File: src/rtl/dd_bus_sequencer.sv
`timescale 1ns/1ps
`default_nettype none
// ============================================================================
// Module   : dd_bus_sequencer
// Purpose  : Arbiter and strobe sequencer for the shared IDE/clockport DD bus.
//            Optional macro DD_BUS_ROUND_ROBIN_EN enables round-robin arbitration.
// Revision : 1.0 - initial release
// ============================================================================
module dd_bus_sequencer #(
    parameter int IDE_SETUP  = 1,
    parameter int IDE_STROBE = 3,
    parameter int CP_SETUP   = 1,
    parameter int CP_STROBE  = 4,
    parameter int HOLD       = 1
) (
    input  logic        CLK,
    input  logic        RESET,
    input  logic        ide_req,
    input  logic        cp_req,
    input  logic        rw,
    input  logic [15:0] dd_in,
    output logic [15:0] rdata,
    output logic        gnt_ide,
    output logic        gnt_cp,
    output logic        _DIOR,
    output logic        _DIOW,
    output logic        _IORD,
    output logic        _IOWR,
    output logic        dd_oe,
    output logic        d_oe,
    output logic        dtack,
    output logic        busy
);

    // Counter reload values; a zero parameter is treated as one cycle.
    localparam logic [3:0] IDE_SETUP_CNT  = (IDE_SETUP  < 1) ? 4'd0 : 4'(IDE_SETUP  - 1);
    localparam logic [3:0] IDE_STROBE_CNT = (IDE_STROBE < 1) ? 4'd0 : 4'(IDE_STROBE - 1);
    localparam logic [3:0] CP_SETUP_CNT   = (CP_SETUP   < 1) ? 4'd0 : 4'(CP_SETUP   - 1);
    localparam logic [3:0] CP_STROBE_CNT  = (CP_STROBE  < 1) ? 4'd0 : 4'(CP_STROBE  - 1);
    localparam logic [3:0] HOLD_CNT       = (HOLD       < 1) ? 4'd0 : 4'(HOLD       - 1);

    localparam logic [2:0] ST_IDLE   = 3'd0;
    localparam logic [2:0] ST_SETUP  = 3'd1;
    localparam logic [2:0] ST_STROBE = 3'd2;
    localparam logic [2:0] ST_HOLD   = 3'd3;
    localparam logic [2:0] ST_ACK    = 3'd4;

    logic [2:0]  state_q, state_d;
    logic [3:0]  cnt_q, cnt_d;
    logic        sel_cp_q, sel_cp_d;
    logic        rd_q, rd_d;
    logic        dropped_q, dropped_d;
    logic [15:0] rdata_q, rdata_d;
    logic        gnt_ide_q, gnt_ide_d, gnt_cp_q, gnt_cp_d;
    logic        dior_q, dior_d, diow_q, diow_d, iord_q, iord_d, iowr_q, iowr_d;
    logic        dd_oe_q, dd_oe_d, d_oe_q, d_oe_d, dtack_q, dtack_d, busy_q, busy_d;
    logic        gnt_req;
    logic        cp_wins;

`ifdef DD_BUS_ROUND_ROBIN_EN
    logic        last_cp_q, last_cp_d;
    // On a tie the requester that did not win last time gets the bus.
    assign cp_wins = cp_req & (~ide_req | ~last_cp_q);
`else
    assign cp_wins = cp_req & ~ide_req;
`endif

    assign gnt_req = sel_cp_q ? cp_req : ide_req;

    always_ff @(posedge CLK or posedge RESET) begin
        if (RESET) begin
            state_q   <= ST_IDLE;
            cnt_q     <= 4'd0;
            sel_cp_q  <= 1'b0;
            rd_q      <= 1'b0;
            dropped_q <= 1'b0;
            rdata_q   <= 16'h0000;
            gnt_ide_q <= 1'b0;
            gnt_cp_q  <= 1'b0;
            dior_q    <= 1'b1;
            diow_q    <= 1'b1;
            iord_q    <= 1'b1;
            iowr_q    <= 1'b1;
            dd_oe_q   <= 1'b0;
            d_oe_q    <= 1'b0;
            dtack_q   <= 1'b0;
            busy_q    <= 1'b0;
`ifdef DD_BUS_ROUND_ROBIN_EN
            last_cp_q <= 1'b1;
`endif
        end else begin
            state_q   <= state_d;
            cnt_q     <= cnt_d;
            sel_cp_q  <= sel_cp_d;
            rd_q      <= rd_d;
            dropped_q <= dropped_d;
            rdata_q   <= rdata_d;
            gnt_ide_q <= gnt_ide_d;
            gnt_cp_q  <= gnt_cp_d;
            dior_q    <= dior_d;
            diow_q    <= diow_d;
            iord_q    <= iord_d;
            iowr_q    <= iowr_d;
            dd_oe_q   <= dd_oe_d;
            d_oe_q    <= d_oe_d;
            dtack_q   <= dtack_d;
            busy_q    <= busy_d;
`ifdef DD_BUS_ROUND_ROBIN_EN
            last_cp_q <= last_cp_d;
`endif
        end
    end

    always_comb begin
        state_d   = state_q;
        cnt_d     = cnt_q;
        sel_cp_d  = sel_cp_q;
        rd_d      = rd_q;
        dropped_d = dropped_q;
        rdata_d   = rdata_q;
`ifdef DD_BUS_ROUND_ROBIN_EN
        last_cp_d = last_cp_q;
`endif
        // An early request drop is remembered so ACK lasts a single cycle.
        if ((state_q == ST_SETUP || state_q == ST_STROBE || state_q == ST_HOLD) && !gnt_req)
            dropped_d = 1'b1;
        case (state_q)
            ST_IDLE: begin
                if (ide_req || cp_req) begin
                    state_d   = ST_SETUP;
                    sel_cp_d  = cp_wins;
                    rd_d      = rw;
                    dropped_d = 1'b0;
                    cnt_d     = cp_wins ? CP_SETUP_CNT : IDE_SETUP_CNT;
`ifdef DD_BUS_ROUND_ROBIN_EN
                    last_cp_d = cp_wins;
`endif
                end
            end
            ST_SETUP: begin
                if (cnt_q == 4'd0) begin
                    state_d = ST_STROBE;
                    cnt_d   = sel_cp_q ? CP_STROBE_CNT : IDE_STROBE_CNT;
                end else begin
                    cnt_d = cnt_q - 4'd1;
                end
            end
            ST_STROBE: begin
                if (cnt_q == 4'd0) begin
                    state_d = ST_HOLD;
                    cnt_d   = HOLD_CNT;
                    if (rd_q)
                        rdata_d = dd_in;
                end else begin
                    cnt_d = cnt_q - 4'd1;
                end
            end
            ST_HOLD: begin
                if (cnt_q == 4'd0)
                    state_d = ST_ACK;
                else
                    cnt_d = cnt_q - 4'd1;
            end
            ST_ACK: begin
                if (!gnt_req || dropped_q)
                    state_d = ST_IDLE;
            end
            default: state_d = ST_IDLE;
        endcase
    end

    // Outputs are decoded from the next state and registered alongside it.
    always_comb begin
        busy_d    = (state_d != ST_IDLE);
        gnt_ide_d = busy_d & ~sel_cp_d;
        gnt_cp_d  = busy_d &  sel_cp_d;
        dior_d    = ~((state_d == ST_STROBE) & ~sel_cp_d &  rd_d);
        diow_d    = ~((state_d == ST_STROBE) & ~sel_cp_d & ~rd_d);
        iord_d    = ~((state_d == ST_STROBE) &  sel_cp_d &  rd_d);
        iowr_d    = ~((state_d == ST_STROBE) &  sel_cp_d & ~rd_d);
        dd_oe_d   = ~rd_d & (state_d == ST_SETUP || state_d == ST_STROBE || state_d == ST_HOLD);
        dtack_d   = (state_d == ST_ACK);
        d_oe_d    = rd_d & dtack_d;
    end

    assign rdata   = rdata_q;
    assign gnt_ide = gnt_ide_q;
    assign gnt_cp  = gnt_cp_q;
    assign _DIOR   = dior_q;
    assign _DIOW   = diow_q;
    assign _IORD   = iord_q;
    assign _IOWR   = iowr_q;
    assign dd_oe   = dd_oe_q;
    assign d_oe    = d_oe_q;
    assign dtack   = dtack_q;
    assign busy    = busy_q;

endmodule
`default_nettype wire

File: config.mk
export PLATFORM = sky130hd
export DESIGN_NAME = dd_bus_sequencer
export DESIGN_NICKNAME = d
export VERILOG_FILES = /design/src/rtl/dd_bus_sequencer.sv
export SDC_FILE = /design/constraint.sdc
export NUM_CORES = 1
export LEC_CHECK = 0
export CORE_MARGIN = 5
export CORE_UTILIZATION = 38
export DETAILED_ROUTE_END_ITERATION = 8
export DONT_BUFFER_PORTS = 1
export MAX_ROUTING_LAYER = met4
export PLACE_DENSITY_LB_ADDON = 0.25
export SETUP_SLACK_MARGIN = 0.4
export SLEW_MARGIN = 25
export SYNTH_ARGS = -nofsm -noshare
export SYNTH_HDL_FRONTEND = slang
export SYNTH_SLANG_ARGS = --single-unit
File: constraint.sdc
create_clock -name CLK -period 2.2 [get_ports CLK]
set_input_delay 0.44 -clock CLK [delete_from_list [all_inputs] [get_ports CLK]]
set_output_delay 0.44 -clock CLK [all_outputs]
set_load 0.02 [all_outputs]
Word-level counts from Yosys, hierarchy flattened
Index checks and enable logic that the tools add are counted.
Widths: inputs -> output; s select.

storage, ports and cells
  flip-flop bits (word level) = 36
  word-level logic and storage cells = 79

cells by class
  $add $sub $neg = 1
  eq/ne operators = 10
  multiplexer cells = 20
  bitwise gates (word level) = 18
  reductions and logical operators = 14

operators with widths
  operator             number
  $mux 4               4
  $pmux 4 s4           1
  $mux 3               5
  $pmux 3 s5           1
  $eq 3x2->1 const B   4
  $and 1x1->1          11
  $mux 1               9
  $not 1->1            7
  $eq 3x1->1 const B   2
  $eq 3x3->1 const B   2
  $logic_or 1x1->1     6
  $reduce_and 3->1     2
  $logic_not 4->1      1
  $ne 2x2->1 const B   2
  $reduce_bool 4->1    1
  $sub 4x1->4 const B  1
  $logic_not 3->1      1
  $reduce_bool 3->1    1
  $logic_and 1x1->1    1
  $logic_not 1->1      1

Longest topological paths before layout
  depth after elaboration = 9
  mapped depth = 6
  depth with buffers taken out = 6

Worst setup path after synthesis
No wires, ideal clock.

  path kind = flip-flop to flip-flop
  from = reg cnt_q[0]
  to = reg rdata_q[0] (netlist: rdata[0])
  setup time = 125 ps
  data arrival time = 1,585 ps
  setup slack = 490 ps
  cell stages (with the launch flop) = 7
  path buffers = 1
  clock period less this slack = 1,710 ps
  cell sequence = dfrtp_1 inv_1 ha_1 nor3b_4 nand4_4 buf_6 mux2_4

between the ends
  cells in the longest elaborated chain, start to end = 2

ends and longest elaborated chain
  element                            line  text
  start, declared                    49    logic [3:0] cnt_q, cnt_d;
  start signal, assigned             93    cnt_q <= cnt_d;
  $logic_not 4->1                    149   if (cnt_q == 4'd0) begin
  $reduce_and 3->1 (no source line)  --
  end signal, assigned               97    rdata_q <= rdata_d;
  end, declared                      53    logic [15:0] rdata_q, rdata_d;

No other way between the ends.
A chain may end at the register's enable or synchronous reset.

Final worst setup path
  from = reg cnt_q[0]
  to = reg rdata_q[14] (netlist: rdata[14])

Same word-level chain as after synthesis.

==> Implementation_results.wiki <==
{| class="wikitable"
! Metric !! Value
|-
| Average vias per placed instance || roughly 5.3
|-
| Top-level I/O count || 47
|-
| Run status || finished, final reports clean
|-
| Slowest cell delay on critical path || 410 ps
|-
| Root Buffer Master || sky130_fd_sc_hd__clkbuf_8
|-
| Core Area || 3970 um^2
|-
| Overall via count from detail_route || between 900 and 1000
|-
| Input/output buffers || 0
|-
| Setup total negative slack || 0 ps
|-
| Die extent in x || 73.8 um
|-
| Initial cell density of the core || 0.389
|-
| Sequential share of power || 0.527
|-
| Final net count || between 100 and 150
|-
| Tot GR Track Use || 0.124
|-
| Met2 Track Usage GR || 0.175
|-
| Most frequent standard cell in the layout excluding fill and tap cells || sky130_fd_sc_hd__dfrtp_1
|-
| Transition at the pin with the smallest max-transition slack || 533 ps
|-
| Maximum clock skew at final layout || 4.76 ps
|-
| CTS tree || done
|-
| Critical Path AT || 1910 ps
|-
| Overflow after GRT || 0
|-
| Number of global-route vias before repair || approximately 950
|-
| Half-perimeter wire length after placement || 2170 um
|-
| Tmin final || 1730 ps
|-
| # setup viols final || 0
|-
| Worst-case clock buffer depth || 2
|-
| Row count || 23
|-
| Post-synthesis cell area || 1550 um^2
|-
| Pin count of the biggest net entering global routing || 25
|-
| Post-detailed-route wirelength per cell || between 15 and 20 um
|-
| Power Total || 0.00286 W
|-
| H-tree lvl count || 2
|-
| Num CTS Buffers || 5
|-
| Relative slew margins || 0.644
|-
| Syn. warnings || 0
|-
| Mean area per synthesized cell || roughly 13 um^2
|-
| Peak supply drop || 357 uV
|-
| Switching share of power || 0.405
|-
| Design area || approximately 1700 um^2
|-
| #FFs+latches synth || 36
|-
| Placed cell area || 1620 um^2
|-
| Critical path launch point type || flop
|-
| Final standard cell utilization of the core || 0.438
|-
| Timing startpoint of the critical path || cnt_q[0]$_DFFE_PP0P_
|-
| Global route hottest layer || met2
|-
| Fraction of layout instances using a drive strength above 1 || 0.325
|-
| Final Hold Fails || 0
|-
| Final WL || 3020 um
|-
| Clock power frac || 0.168
|-
| Cell count after synthesis || ~120
|-
| Critical path required time || 2370 ps
|-
| Layout Area Growth over Synthesis || 12.6%
|-
| Setup repair after global routing missed its margin || false
|-
| Die Y-Extent || 73.8 um
|-
| Insertion delay to the later sink of the worst-skew pair || 290 ps
|-
| Pins Over Slew Limit || 0
|-
| Part of the Yosys area used for sequential elements || 0.586
|-
| Worst path bufs/invs || 2
|-
| Final critical-path share of the clock period || 0.788
|-
| Total nets after synthesis || 139
|-
| Overall die area || 5440 um^2
|-
| Number of fill cells || 364
|-
| Hold buffer count at CTS || 0
|-
| Initial antenna violation count || 0
|-
| Total DRC errors in the routed layout || 0
|-
| Diode count || 0
|-
| Switch Pwr || 0.00116 W
|-
| Critical Path, Cell by Cell || inv_1 -> ha_2 -> nor3b_4 -> nand4_4 -> buf_12 -> mux2_4
|-
| Internal portion of total power || 0.00170 W
|-
| GR met3 Demand/Resource || 0.0602
|-
| Clock transition at the registers of the reported paths || around 70 ps
|-
| Top achievable clock speed || 577 MHz
|-
| Clk sink count || 36
|-
| Leading cell types in the layout, fill and taps excluded || 31 x sky130_fd_sc_hd__dfrtp_1, 10 x sky130_fd_sc_hd__mux2_4, 7 x sky130_fd_sc_hd__nor2_1, 7 x sky130_fd_sc_hd__mux2_2
|-
| GR met1 Demand/Resource || 0.149
|-
| Top fanout value on the critical path || 16
|-
| Slowest stage cell on the critical path || sky130_fd_sc_hd__dfrtp_1
|-
| Classification of the worst setup path || reg -> reg
|-
| Total of max-cap violations || 0
|-
| Startpoint of the lowest-slack register-to-register path || cnt_q[0]$_DFFE_PP0P_
|-
| Number of nets with antenna violations after routing || 0
|-
| Setup crit end kind || flop
|-
| Final estimated routing congestion in global placement || 0.866
|-
| Share of power burned in combinational logic || 0.305
|-
| Netlist cell types || 34
|-
| Initial DRC count || 40
|-
| Power per standard cell area || approximately 1600 nW/um^2
|-
| Family with the most delay on the worst path || simple AND/OR/NAND/NOR gates
|-
| Wire length of the first global-routing pass || 4860 um
|-
| Hold WC Path Type || in -> async
|-
| P_leak || 0.785 nW
|-
| First-pass detailed-route iteration total || 6
|}
-- per-stage QoR --
stage | setup WS, ps | instances | hold slack (ps)
after floorplan | 490 | 117 | 494
after global placement | 342 | 166 | 392
after detailed placement | 242 | 166 | 400
after CTS | 417 | 175 | 85.2
after global routing | 398 | 176 | 111
final | 466 | 176 | 77.0
-- final timing paths --
| kind | to | slack (ps) | cells past startpoint |
|---|---|---|---|
| min reg2reg | cnt_q[1]$_DFFE_PP0P_ | 550 | 1 |
| max reg2reg | rdata[14]$_DFFE_PP0P_ | 470 | 6 |
| min | dropped_q$_DFF_PP0_ | 80 | 1 |
| max | rdata[14]$_DFFE_PP0P_ | 470 | 6 |
| min in group CLK | sel_cp_q$_DFF_PP0_ | 290 | 1 |
| max in group asynchronous | _DIOW$_DFF_PP1_ | 1550 | 2 |
-- sequential cells by signal (all words and copies together) (netlist names) --
| signal | count |
|---|---|
| d_oe | 1 |
| _DIOR | 1 |
| state_q | 3 |
| dropped_q | 1 |
| dtack | 1 |
| rd_q | 1 |
| _IOWR | 1 |
| busy | 1 |
| _IORD | 1 |
| rdata | 16 |
| gnt_cp | 1 |
| sel_cp_q | 1 |
| gnt_ide | 1 |
| cnt_q | 4 |
| _DIOW | 1 |
| dd_oe | 1 |
-- worst register-to-register path: stages (launching register included) --
cell                      delay (ps)
sky130_fd_sc_hd__dfrtp_1         410
sky130_fd_sc_hd__inv_1            70
sky130_fd_sc_hd__ha_2            200
sky130_fd_sc_hd__nor3b_4         300
sky130_fd_sc_hd__nand4_4         150
sky130_fd_sc_hd__buf_12          190
sky130_fd_sc_hd__mux2_4          310
-- routing by layer --
metal / share of wire / vias to the layer above
met5: 0 / -
met3: 0.12 / 5
li1: - / 423
met1: 0.39 / 461
met4: 0.011 / 0
met2: 0.48 / 44
-- repair_timing --
item                                    4_1_cts  5_1_grt
gates resized for setup                       0        2
endpoints found under the setup margin       16       17
setup buffers                                 1        1
pin swaps                                     1        0
-- synthesized netlist by cell type, drive strengths merged --
cell type	n	area (um^2)
o21ai	6	30.0
clkbuf	1	3.75
nor2b	3	28.8
buf	2	16.3
nand2	4	15.0
or3	1	6.26
nor2	8	32.5
a22o	3	26.3
a21o	2	15.0
a21oi	5	25.0
nand3	5	25.0
mux2	17	229
inv	6	22.5
nor3	5	25.0
ha	1	12.5
dfrtp	32	801
mux2i	1	10.0
nand2b	1	6.26
and2	1	6.26
nor3b	2	26.3
a221o	1	10.0
dfstp	4	105
and2b	1	7.51
nor4b	1	8.76
nand4	1	21.3
and4bb	1	16.3
o31ai	1	7.51
a31oi	1	6.26
-- power groups by stage --
| stage | sequential, W | clock (W) | combinational (W) |
|---|---|---|---|
| global route | 0.00154 | 0.000533 | 0.000973 |
| finish | 0.00150 | 0.000479 | 0.000872 |
| CTS | 0.00151 | 0.000495 | 0.000851 |
| detailed placement | 0.00152 | 0 | 0.000840 |
| floorplan | 0.00141 | 0 | 0.000737 |
| global placement | 0.00151 | 0 | 0.000809 |
-- kinds of logic (layout without fill, tap and decap cells) --
| logic type | Yosys count | count (layout) | share of synthesized area |
|---|---|---|---|
| flip-flops | 36 | 36 | 0.586 |
| multiplexers | 18 | 18 | 0.155 |
| AND/OR/NAND/NOR | 34 | 34 | 0.146 |
| adder cells (fa/ha/maj) | 1 | 1 | 0.00810 |
| AO/OA/AOI/OAI | 19 | 19 | 0.0777 |
| buffers and inverters | 9 | 18 | 0.0275 |
-- area by class of cell --
type                       count  area (um^2)  area share
sequential                    36          907       0.522
multi-input combinational     72          599       0.345
clock buffer                   6         82.6      0.0475
tap                           50         62.6      0.0360
timing repair buffer           4         55.1      0.0317
inverter                       6         22.5      0.0129
clock inverter                 2         10.0     0.00576
No activity file was read; power rests on OpenSTA's default activity.
